$ cat src/rtl/floo_route_arb.sv
// Round-robin sharing of one route-computation lookup among NumReq requesters,
// with a registered per-requester response slot (valid/ready).
module floo_route_arb #(
  parameter int unsigned NumReq = 4,
  parameter type         addr_t = logic,
  parameter type         id_t   = logic
) (
  input  logic                     clk_i,
  input  logic                     rst_i,
  input  logic  [NumReq-1:0]       req_valid_i,
  output logic  [NumReq-1:0]       req_ready_o,
  input  addr_t [NumReq-1:0]       req_addr_i,
  output addr_t                    lookup_addr_o,
  input  id_t                      lookup_id_i,
  input  logic                     lookup_err_i,
  output logic  [NumReq-1:0]       rsp_valid_o,
  input  logic  [NumReq-1:0]       rsp_ready_i,
  output id_t   [NumReq-1:0]       rsp_id_o,
  output logic  [NumReq-1:0]       rsp_err_o
);

  localparam int unsigned IdxW = (NumReq > 1) ? $clog2(NumReq) : 1;
  typedef logic [IdxW-1:0] idx_t;

  if (NumReq < 2) begin : gen_param_check
    $error("floo_route_arb: NumReq must be at least 2");
  end

  idx_t              last_q;
  logic [NumReq-1:0] rsp_valid_q;
  id_t  [NumReq-1:0] rsp_id_q;
  logic [NumReq-1:0] rsp_err_q;

  logic [NumReq-1:0] eligible;
  logic [NumReq-1:0] gnt;
  logic              gnt_valid;
  idx_t              gnt_idx;
  idx_t              cand;

  // A slot being drained this cycle can be refilled in the same cycle.
  assign eligible = req_valid_i & (~rsp_valid_q | rsp_ready_i);

  always_comb begin
    gnt       = '0;
    gnt_valid = 1'b0;
    gnt_idx   = last_q;
    cand      = last_q;
    if (!rst_i) begin
      for (int unsigned off = 1; off <= NumReq; off++) begin
        cand = idx_t'((32'(last_q) + off) % NumReq);
        if (!gnt_valid && eligible[cand]) begin
          gnt_valid = 1'b1;
          gnt_idx   = cand;
        end
      end
    end
    if (gnt_valid) begin
      gnt[gnt_idx] = 1'b1;
    end
  end

  assign req_ready_o   = gnt;
  assign lookup_addr_o = gnt_valid ? req_addr_i[gnt_idx] : addr_t'('0);

  // A grant always wins over a consume so a reused slot stays valid with new data.
  always_ff @(posedge clk_i) begin
    if (rst_i) begin
      last_q      <= idx_t'(NumReq - 1);
      rsp_valid_q <= '0;
      rsp_id_q    <= '0;
      rsp_err_q   <= '0;
    end else begin
      if (gnt_valid) begin
        last_q <= gnt_idx;
      end
      for (int unsigned i = 0; i < NumReq; i++) begin
        if (gnt[i]) begin
          rsp_valid_q[i] <= 1'b1;
          rsp_id_q[i]    <= lookup_id_i;
          rsp_err_q[i]   <= lookup_err_i;
        end else if (rsp_ready_i[i]) begin
          rsp_valid_q[i] <= 1'b0;
        end
      end
    end
  end

  assign rsp_valid_o = rsp_valid_q;
  assign rsp_id_o    = rsp_id_q;
  assign rsp_err_o   = rsp_err_q;

  a_gnt_onehot0 : assert property (@(posedge clk_i) disable iff (rst_i)
    $onehot0(req_ready_o));

  for (genvar i = 0; i < NumReq; i++) begin : gen_rsp_stable
    a_rsp_stable : assert property (@(posedge clk_i) disable iff (rst_i)
      (rsp_valid_o[i] && !rsp_ready_i[i]) |=>
        ($stable(rsp_id_o[i]) && $stable(rsp_err_o[i])));
  end

endmodule

$ cat config.mk
export PLATFORM = sky130hd
export DESIGN_NAME = floo_route_arb
export DESIGN_NICKNAME = d
export VERILOG_FILES = /design/src/rtl/floo_route_arb.sv
export SDC_FILE = /design/constraint.sdc
export NUM_CORES = 1
export LEC_CHECK = 0
export ABC_AREA = 1
export ABC_CLOCK_PERIOD_IN_PS = 3100
export BUFFER_PORTS_ARGS = -buffer_cell sky130_fd_sc_hd__buf_2
export CAP_MARGIN = 20
export CORE_MARGIN = 4
export CORE_UTILIZATION = 50
export CTS_CLUSTER_DIAMETER = 100
export DETAILED_ROUTE_END_ITERATION = 10
export GPL_ROUTABILITY_DRIVEN = 0
export PLACE_DENSITY = 0.87
export RECOVER_POWER = 100
export SETUP_SLACK_MARGIN = 0.1
export SLEW_MARGIN = 20
export SYNTH_ARGS = -nofsm -noshare
export SYNTH_HDL_FRONTEND = slang
export SYNTH_SLANG_ARGS = --single-unit
export TNS_END_PERCENT = 20
$ cat constraint.sdc
create_clock -name clk_i -period 3.1 [get_ports clk_i]
set_input_delay 0.775 -clock clk_i [delete_from_list [all_inputs] [get_ports clk_i]]
set_output_delay 0.775 -clock clk_i [all_outputs]
set_load 0.02 [all_outputs]
After elaboration in Yosys (flattened, before gate mapping). Index checks and enable logic that the tools add are counted.

Logic and storage cells: 72. Output and inout port bits: 17. Input port bits: 16. Register bits: 14.

Muxes and demuxes: 35. Reductions and logical operators: 11. $lt $le $gt $ge: 6. Add/subtract/negate cells: 4. Bitwise logic cells: 3.

Operators by type and width (count): 1-bit two-way mux (23); 2-bit by 3-bit less-than comparator with 1-bit output (second input constant) (5); 1-bit binary-select mux with 2-bit select (5); 2-bit two-way mux (5); 2-bit nonzero test (4); 2-bit by 1-bit adder with 2-bit output (second input constant) (2); 2-bit adder (second input constant) (2); 4-bit bitwise AND (1); 1-bit logical AND (4); 4-bit two-way mux (1); 4-bit inverter (1); 4-bit bitwise OR (1); 1-bit logical NOT (3); 1-bit demux with 2-bit select (1); 2-bit by 1-bit greater-or-equal comparator with 1-bit output (second input constant) (1).

Longest topological paths before layout. Gate-level depths: netlist of run 1.

Word-level depth: 25. Gate-level depth with buffers: 16. Gate-level depth less buffers: 15.

Worst setup path after synthesis of run 1. OpenSTA, ideal clock, no wires.

Kind: input port to output port. Start: in rsp_ready_i[2]. End: out lookup_addr_o. Cell stages on the path: 14. Data required time: 2.325 ns. Buffers on the path: 0. Setup slack: 0.167 ns. Arrival: 2.158 ns. Cell sequence: inv_1 > nand2_1 > nand3_1 > nand2_1 > nand2_1 > nand2_2 > inv_1 > nor2_4 > nand2_2 > nand3_4 > nand2_4 > nand2_1 > nand3_1 > a21boi_1.

Cells in the longest elaborated chain, start to end: 21. Elaborated cells on any way between the ends: 32. Classes of those cells: mux: 24; bitwise: 2; reduce/logical: 6.

RTL lines: start: declaration (line 17) `input logic [NumReq-1:0] rsp_ready_i,`; 4-bit bitwise OR (*) (line 41) `assign eligible = req_valid_i & (~rsp_valid_q | rsp_ready_i);`; 4-bit bitwise AND (*) (line 41); 1-bit binary-select mux with 2-bit select (line 51) `if (!gnt_valid && eligible[cand]) begin`; 1-bit two-way mux (not written as such) (line 51); 1-bit two-way mux (line 51); 1-bit two-way mux (line 48) `if (!rst_i) begin`; 1-bit logical NOT (line 51); 1-bit logical AND (line 51); [... 5 more ...]; 1-bit two-way mux (line 48); 1-bit logical NOT (line 51); 1-bit logical AND (line 51); 2-bit two-way mux (line 51); 2-bit two-way mux (line 48); 1-bit binary-select mux with 2-bit select (line 63) `assign lookup_addr_o = gnt_valid ? req_addr_i[gnt_idx] : addr_t'('0);`; 1-bit two-way mux (not written as such) (line 63); 1-bit two-way mux (*) (line 63); end: declaration (line 13) `output addr_t lookup_addr_o,`.

Mark *: on every way between the ends. The rest lies on a longest branch, timed or not. The select of a mux whose other input is x is not followed.

Final worst setup path of run 1.
Start: in rsp_ready_i[3]. End: out lookup_addr_o.

The elaborated chain is that of the path after synthesis.

==> results.sh, run 1 <==
export IMPL_slew_headroom=0.678
export IMPL_fin_crit_ps=3040
export IMPL_finalHoldViolations=0
export IMPL_cts_reportedPaths_clkPinSlew_ps=80
export IMPL_drt_drc_violations_left=0
export IMPL_num_vias=1281
export IMPL_r2r_worst_path_cells=16
export IMPL_cts_root_buf="clkbuf_4"
export IMPL_ys_seq_area_frac=0.258
export IMPL_hold_buffers=0
export IMPL_die_area_mm2=0.00298
export IMPL_tns_ps=0
export IMPL_power_leakage_nw=0.751
export IMPL_power_mw=1.79
export IMPL_post_place_ws_ps=28.6
export IMPL_grt_pass1_wl_um=4480
export IMPL_placedInstanceArea_mm2=0.00128
export IMPL_setup_viol=0
export IMPL_syn_cell_area_mm2=0.00108
export IMPL_fmaxAchievable_mhz=329
export IMPL_arrival_ps=2260
export IMPL_ctsHtreeMaxLevel=1
export IMPL_yosysWarningCount=0
export IMPL_wirelength_um=3620
export IMPL_clock_latency_ps=290
export IMPL_numCtsBuffers=3
export IMPL_syn_instance_count=153
export IMPL_synth_edf_count=0
export IMPL_worstMarginPinSlew_ps=482
export IMPL_first_global_vias=1079
export IMPL_worstHoldPathCells=2
export IMPL_drive_gt1_frac=0.510
export IMPL_critPathKind="input port to output port"
export IMPL_hp_class="flip-flop to flip-flop"
export IMPL_grt_max_degree=13
export IMPL_cts_path_max_buffers=2
export IMPL_start_kind="input port"
export IMPL_placementRows=16
export IMPL_synthesis_nets=169
export IMPL_overflow=0
export IMPL_rsz0062_at_grt="yes"
export IMPL_yosysTopAreaCell="dfxtp_1"
export IMPL_ant_nets=0
export IMPL_finalCritPeriodShare=0.979
export IMPL_drt_iter0_markers=36
export IMPL_netlist_area_leader_share=0.258
export IMPL_synth_distinct_cells=22
export IMPL_synth_area_per_cell_um2=7.09
export IMPL_synth_most_common_cell="nand2_1"
export IMPL_antenna_found_initial=0
export IMPL_drt_first_pass_iters=5
export IMPL_buffer_ports_inserted=32
export IMPL_ir_drop_mv=0.673
export IMPL_postLayoutSetupSlackWorst_ps=63.9
export IMPL_dpl_hpwl_um=2070
export IMPL_power_density_mw_per_mm2=1110
export IMPL_nNetsFinal=217
export IMPL_boundaryPins=33
export IMPL_area_growth_pct=48.1
export IMPL_cts_tree="done"
export IMPL_start_util=0.542
export IMPL_synth_area_leaders="dfxtp_1 26%, nand2_1 13%, nand3_1 8.8%, nand3_4 6.5%, nor2_1 5.5%"
export IMPL_maxCapViolations=0
export IMPL_maxSlewViolCount=0
export IMPL_skew_ps=1.19
export IMPL_outcome="finished clean"
export IMPL_die_y_um=54.6
export IMPL_stdcell_area_mm2=0.00161
export IMPL_die_width_um=54.6
export IMPL_critPathRequiredTime_ps=2320
export IMPL_clock_sinks=14
export IMPL_critPathCaptureType="output port"
export IMPL_routed_via_density=5.64
export IMPL_core_area_mm2=0.00200
export IMPL_post_drt_wl_per_cell_um=16.0
export IMPL_critPathMaxFanout=3
export IMPL_synth_seq_cells=14
export IMPL_synth_async_reset_ratio=0
export IMPL_grtUsageTotal=0.208
export IMPL_synthTopCellsByCount="37 x nand2_1, 19 x nand3_1, 16 x nor2_1"
export IMPL_ys_flop_type="dfxtp_1"
export IMPL_antenna_cells_inserted=0
## per-stage QoR
step                       util  hold slack (ps)  instances
after CTS                 0.693              490        220
final                     0.803              493        227
after global placement    0.641              463        213
after detailed placement  0.641              473        213
after global routing      0.803              513        227
after floorplan               -              558        153
## power by group
part           switching [mW]  internal, mW
clock                  0.0634        0.0717
combinational           0.865         0.487
sequential             0.0586         0.244
## layer usage
layer	vias to the layer above	global-route usage	wire (um)
met1	592	0.232	1380
met4	0	0.0622	114
met2	76	0.380	1880
li1	600	-	-
met3	13	0.0545	255
met5	-	0	0
## worst max-delay path: stages
cell,delay (ps)
buf_2,100
inv_2,60
nand2_4,60
nand3_4,90
nand2_1,80
nand2_1,120
nand2_4,80
inv_2,70
nor2_4,40
nand2_2,90
nand2_2,60
nand2_2,70
nand2_4,70
nand2_2,80
nand3_2,80
a21boi_1,160
buf_4,160
## logic make-up (layout without fill, tap and decap cells)
| family | count (synthesis) | after routing | share of synthesized area |
|---|---|---|---|
| simple gates | 109 | 109 | 0.592 |
| buf+inv | 21 | 68 | 0.0957 |
| flops | 14 | 14 | 0.258 |
| compound gates | 9 | 9 | 0.0542 |
## area by class of cell
class                   count  area [um^2]
clock buffers               4         36.3
fillers                   135          395
inverters                  17         81.3
multi-input cells         118          898
flip-flops and latches     14          285
well taps                  27         33.8
repair buffers             47          272
## path summary, 6_finish.rpt
path	slack, ps	end	startpoint
setup reg to reg	900	rsp_valid_o[3]$_SDFFE_PP0P_	last_q[1]$_SDFFE_PP1P_
hold / removal	490	rsp_id_o[2]$_SDFFE_PP0P_	rsp_id_o[2]$_SDFFE_PP0P_
hold reg to reg	490	rsp_id_o[2]$_SDFFE_PP0P_	rsp_id_o[2]$_SDFFE_PP0P_
setup / recovery	60	lookup_addr_o	rsp_ready_i[3]
## placed cells by master, fill, tap and decap left out
cell	netlist	routed
nand2_1	37	24
nor2_1	16	16
buf_2	2	16
buf_4	0	16
nand2_2	7	13
clkbuf_1	0	13
dfxtp_1	14	12
nand3_4	4	11
nand2_4	5	10
nand3_2	5	10
inv_1	13	8
nand4_1	8	8
nand3_1	19	7
a21oi_1	6	6
inv_2	2	5
nor2_4	5	5
clkbuf_4	0	3
inv_4	1	2
nand2_8	0	2
nand3b_1	2	2
buf_6	2	2
inv_8	0	1
clkinv_4	1	1
nor2_2	1	1
o21ai_0	1	1
a21oi_4	1	1
a21boi_1	1	1
clkbuf_8	0	1
dfxtp_4	0	1
dfxtp_2	0	1
## registers in the layout, indices dropped and copies added (netlist names)
name,flops
rsp_err_o,4
rsp_id_o,4
rsp_valid_o,4
last_q,2
## repair_timing
item,in CTS,in global routing
resized for setup,12,46
pin swaps,6,24
endpoints found under the setup margin,5,5
buffers inserted,3,7
Note: power is estimated with default switching activity, not from simulation.
==> run 2: changes to the inputs <==
--- a/config.mk
+++ b/config.mk
@@ -10,11 +10,11 @@
 export BUFFER_PORTS_ARGS = -buffer_cell sky130_fd_sc_hd__buf_2
 export CAP_MARGIN = 20
 export CORE_MARGIN = 4
-export CORE_UTILIZATION = 50
+export CORE_UTILIZATION = 31
 export CTS_CLUSTER_DIAMETER = 100
 export DETAILED_ROUTE_END_ITERATION = 10
 export GPL_ROUTABILITY_DRIVEN = 0
-export PLACE_DENSITY = 0.87
+export PLACE_DENSITY = 0.62
 export RECOVER_POWER = 100
 export SETUP_SLACK_MARGIN = 0.1
 export SLEW_MARGIN = 20
==> run 2 against run 1 <==
- non-clock buffer count rose by 9
- design area increased by 6.5%
- first-iteration DRC count increased by 92%
- register-to-register slack better by 30 ps
- largest cell class unchanged
==> results.sh, run 2 (synthesis gave the netlist of run 1 again) <==
export IMPL_maxCapViolations=0
export IMPL_core_area_mm2=0.00336
export IMPL_postLayoutSetupSlackWorst_ps=123
export IMPL_nNetsFinal=226
export IMPL_critPathMaxFanout=6
export IMPL_critPathCaptureType="output port"
export IMPL_final_cell_mix="26 x nand2_1, 23 x buf_4, 16 x nor2_1, 13 x nand2_2, 13 x clkbuf_1"
export IMPL_buffer_ports_inserted=32
export IMPL_critPathKind="input port to output port"
export IMPL_ant_nets=0
export IMPL_placementRows=21
export IMPL_finalHoldViolations=0
export IMPL_utilization=0.509
export IMPL_cp_buffers_inverters=4
export IMPL_numCtsBuffers=3
export IMPL_grt_pass1_wl_um=4260
export IMPL_cts_reportedPaths_clkPinSlew_ps=90
export IMPL_die_area_mm2=0.00451
export IMPL_post_drt_wl_per_cell_um=12.0
export IMPL_antenna_cells_inserted=0
export IMPL_grtUsageTotal=0.123
export IMPL_arrival_ps=2200
export IMPL_die_y_um=67.2
export IMPL_skew_ps=3.97
export IMPL_clock_latency_ps=290
export IMPL_area_growth_pct=57.8
export IMPL_max_stage_delay_ps=320
export IMPL_critPathRequiredTime_ps=2320
export IMPL_first_global_vias=928
export IMPL_start_kind="input port"
export IMPL_outcome="finished clean"
export IMPL_dpl_hpwl_um=2040
export IMPL_cpMostUsedCell="buf_6"
export IMPL_finalCritPeriodShare=0.960
export IMPL_hp_class="flip-flop to flip-flop"
export IMPL_post_place_ws_ps=-20.4
export IMPL_drt_drc_violations_left=0
export IMPL_crit_chain="buf_6, inv_4, nand2_4, nand3_2, buf_4, nand2_1, o21ai_0, a21oi_4, nand3_4, nor2_4, buf_6"
export IMPL_routed_via_density=4.69
export IMPL_start_util=0.323
export IMPL_wirelength_um=3050
export IMPL_power_leakage_nw=0.807
export IMPL_setup_viol=0
export IMPL_drt_iter0_markers=69
export IMPL_drt_first_pass_iters=5
export IMPL_timing_critical_path_slowest_stage_cell="a21oi_4"
export IMPL_power_density_mw_per_mm2=1060
export IMPL_final_common_cell="nand2_1"
export IMPL_cts_tree="done"
export IMPL_grt_max_degree=13
export IMPL_maxSlewViolCount=0
export IMPL_cts_root_buf="clkbuf_4"
export IMPL_slew_headroom=0.708
export IMPL_fin_crit_ps=2980
export IMPL_ir_drop_mv=0.448
export IMPL_path_delay_family="simple AND/OR/NAND/NOR gates"
export IMPL_die_width_um=67.2
export IMPL_num_vias=1196
export IMPL_overflow=0
export IMPL_cts_path_max_buffers=2
export IMPL_fmaxAchievable_mhz=336
export IMPL_ctsHtreeMaxLevel=1
export IMPL_drive_gt1_frac=0.522
export IMPL_worstMarginPinSlew_ps=438
export IMPL_clock_sinks=14
export IMPL_rsz0062_at_grt="yes"
export IMPL_antenna_found_initial=0
export IMPL_boundaryPins=33
## run 2: cell types whose count changed in the layout (fill, tap and decap cells not counted), sizes merged
cell / change
buf: +8
clkbuf: +1
## run 2: path summary, 6_finish.rpt
| check | startpoint | end | slack, ps | cells past startpoint |
|---|---|---|---|---|
| worst min-delay path | rsp_id_o[2]$_SDFFE_PP0P_ | rsp_id_o[2]$_SDFFE_PP0P_ | 490 | 2 |
| worst max register to register | last_q[0]$_SDFFE_PP1P_ | rsp_id_o[1]$_SDFFE_PP0P_ | 930 | 16 |
| worst max-delay path | rsp_ready_i[2] | req_ready_o[1] | 120 | 11 |
| worst min register to register | rsp_id_o[2]$_SDFFE_PP0P_ | rsp_id_o[2]$_SDFFE_PP0P_ | 490 | 2 |
## run 2: repair_timing
item                       in CTS  in global routing
pin swaps                      11                 25
gates cloned                    0                  0
resized for setup              16                 45
buffers inserted                6                 12
setup endpoints to repair       5                  5
hold buffers                    0                  0
## run 2: report_power, final
| part | switching, mW | internal, mW |
|---|---|---|
| clock network | 0.0654 | 0.0717 |
| registers | 0.0611 | 0.246 |
| logic | 0.788 | 0.586 |
## run 2: through the flow
stage	power, mW	TNS, ps	instances	hold WS, ps	instance area, um^2
floorplan	1.07	0	153	558	1080
global placement	1.31	0	233	465	1320
detailed placement	1.31	-20.4	233	469	1320
CTS	1.62	0	243	487	1470
global route	1.95	0	255	513	1710
finish	1.82	0	255	487	1710
## run 2: area by class of cell
| class | count | area, um^2 |
|---|---|---|
| clock buffers | 4 | 36.3 |
| fillers | 339 | 1650 |
| inverters | 17 | 83.8 |
| multi-input cells | 118 | 857 |
| flip-flops and latches | 14 | 288 |
| well taps | 46 | 57.6 |
| repair buffers | 56 | 389 |
## run 2: metal layers
layer | part of all wire | global-route usage | up-vias
li1 | - | - | 617
met2 | 0.48 | 0.183 | 33
met4 | 0.011 | 0.0456 | 0
met1 | 0.45 | 0.172 | 542
met3 | 0.054 | 0.0283 | 4
met5 | 0 | 0 | -
## run 2: worst min-delay path: cells and delay by family (launching register included)
kind	cells	cell delay, ps
flops	1	320
simple gates	2	140
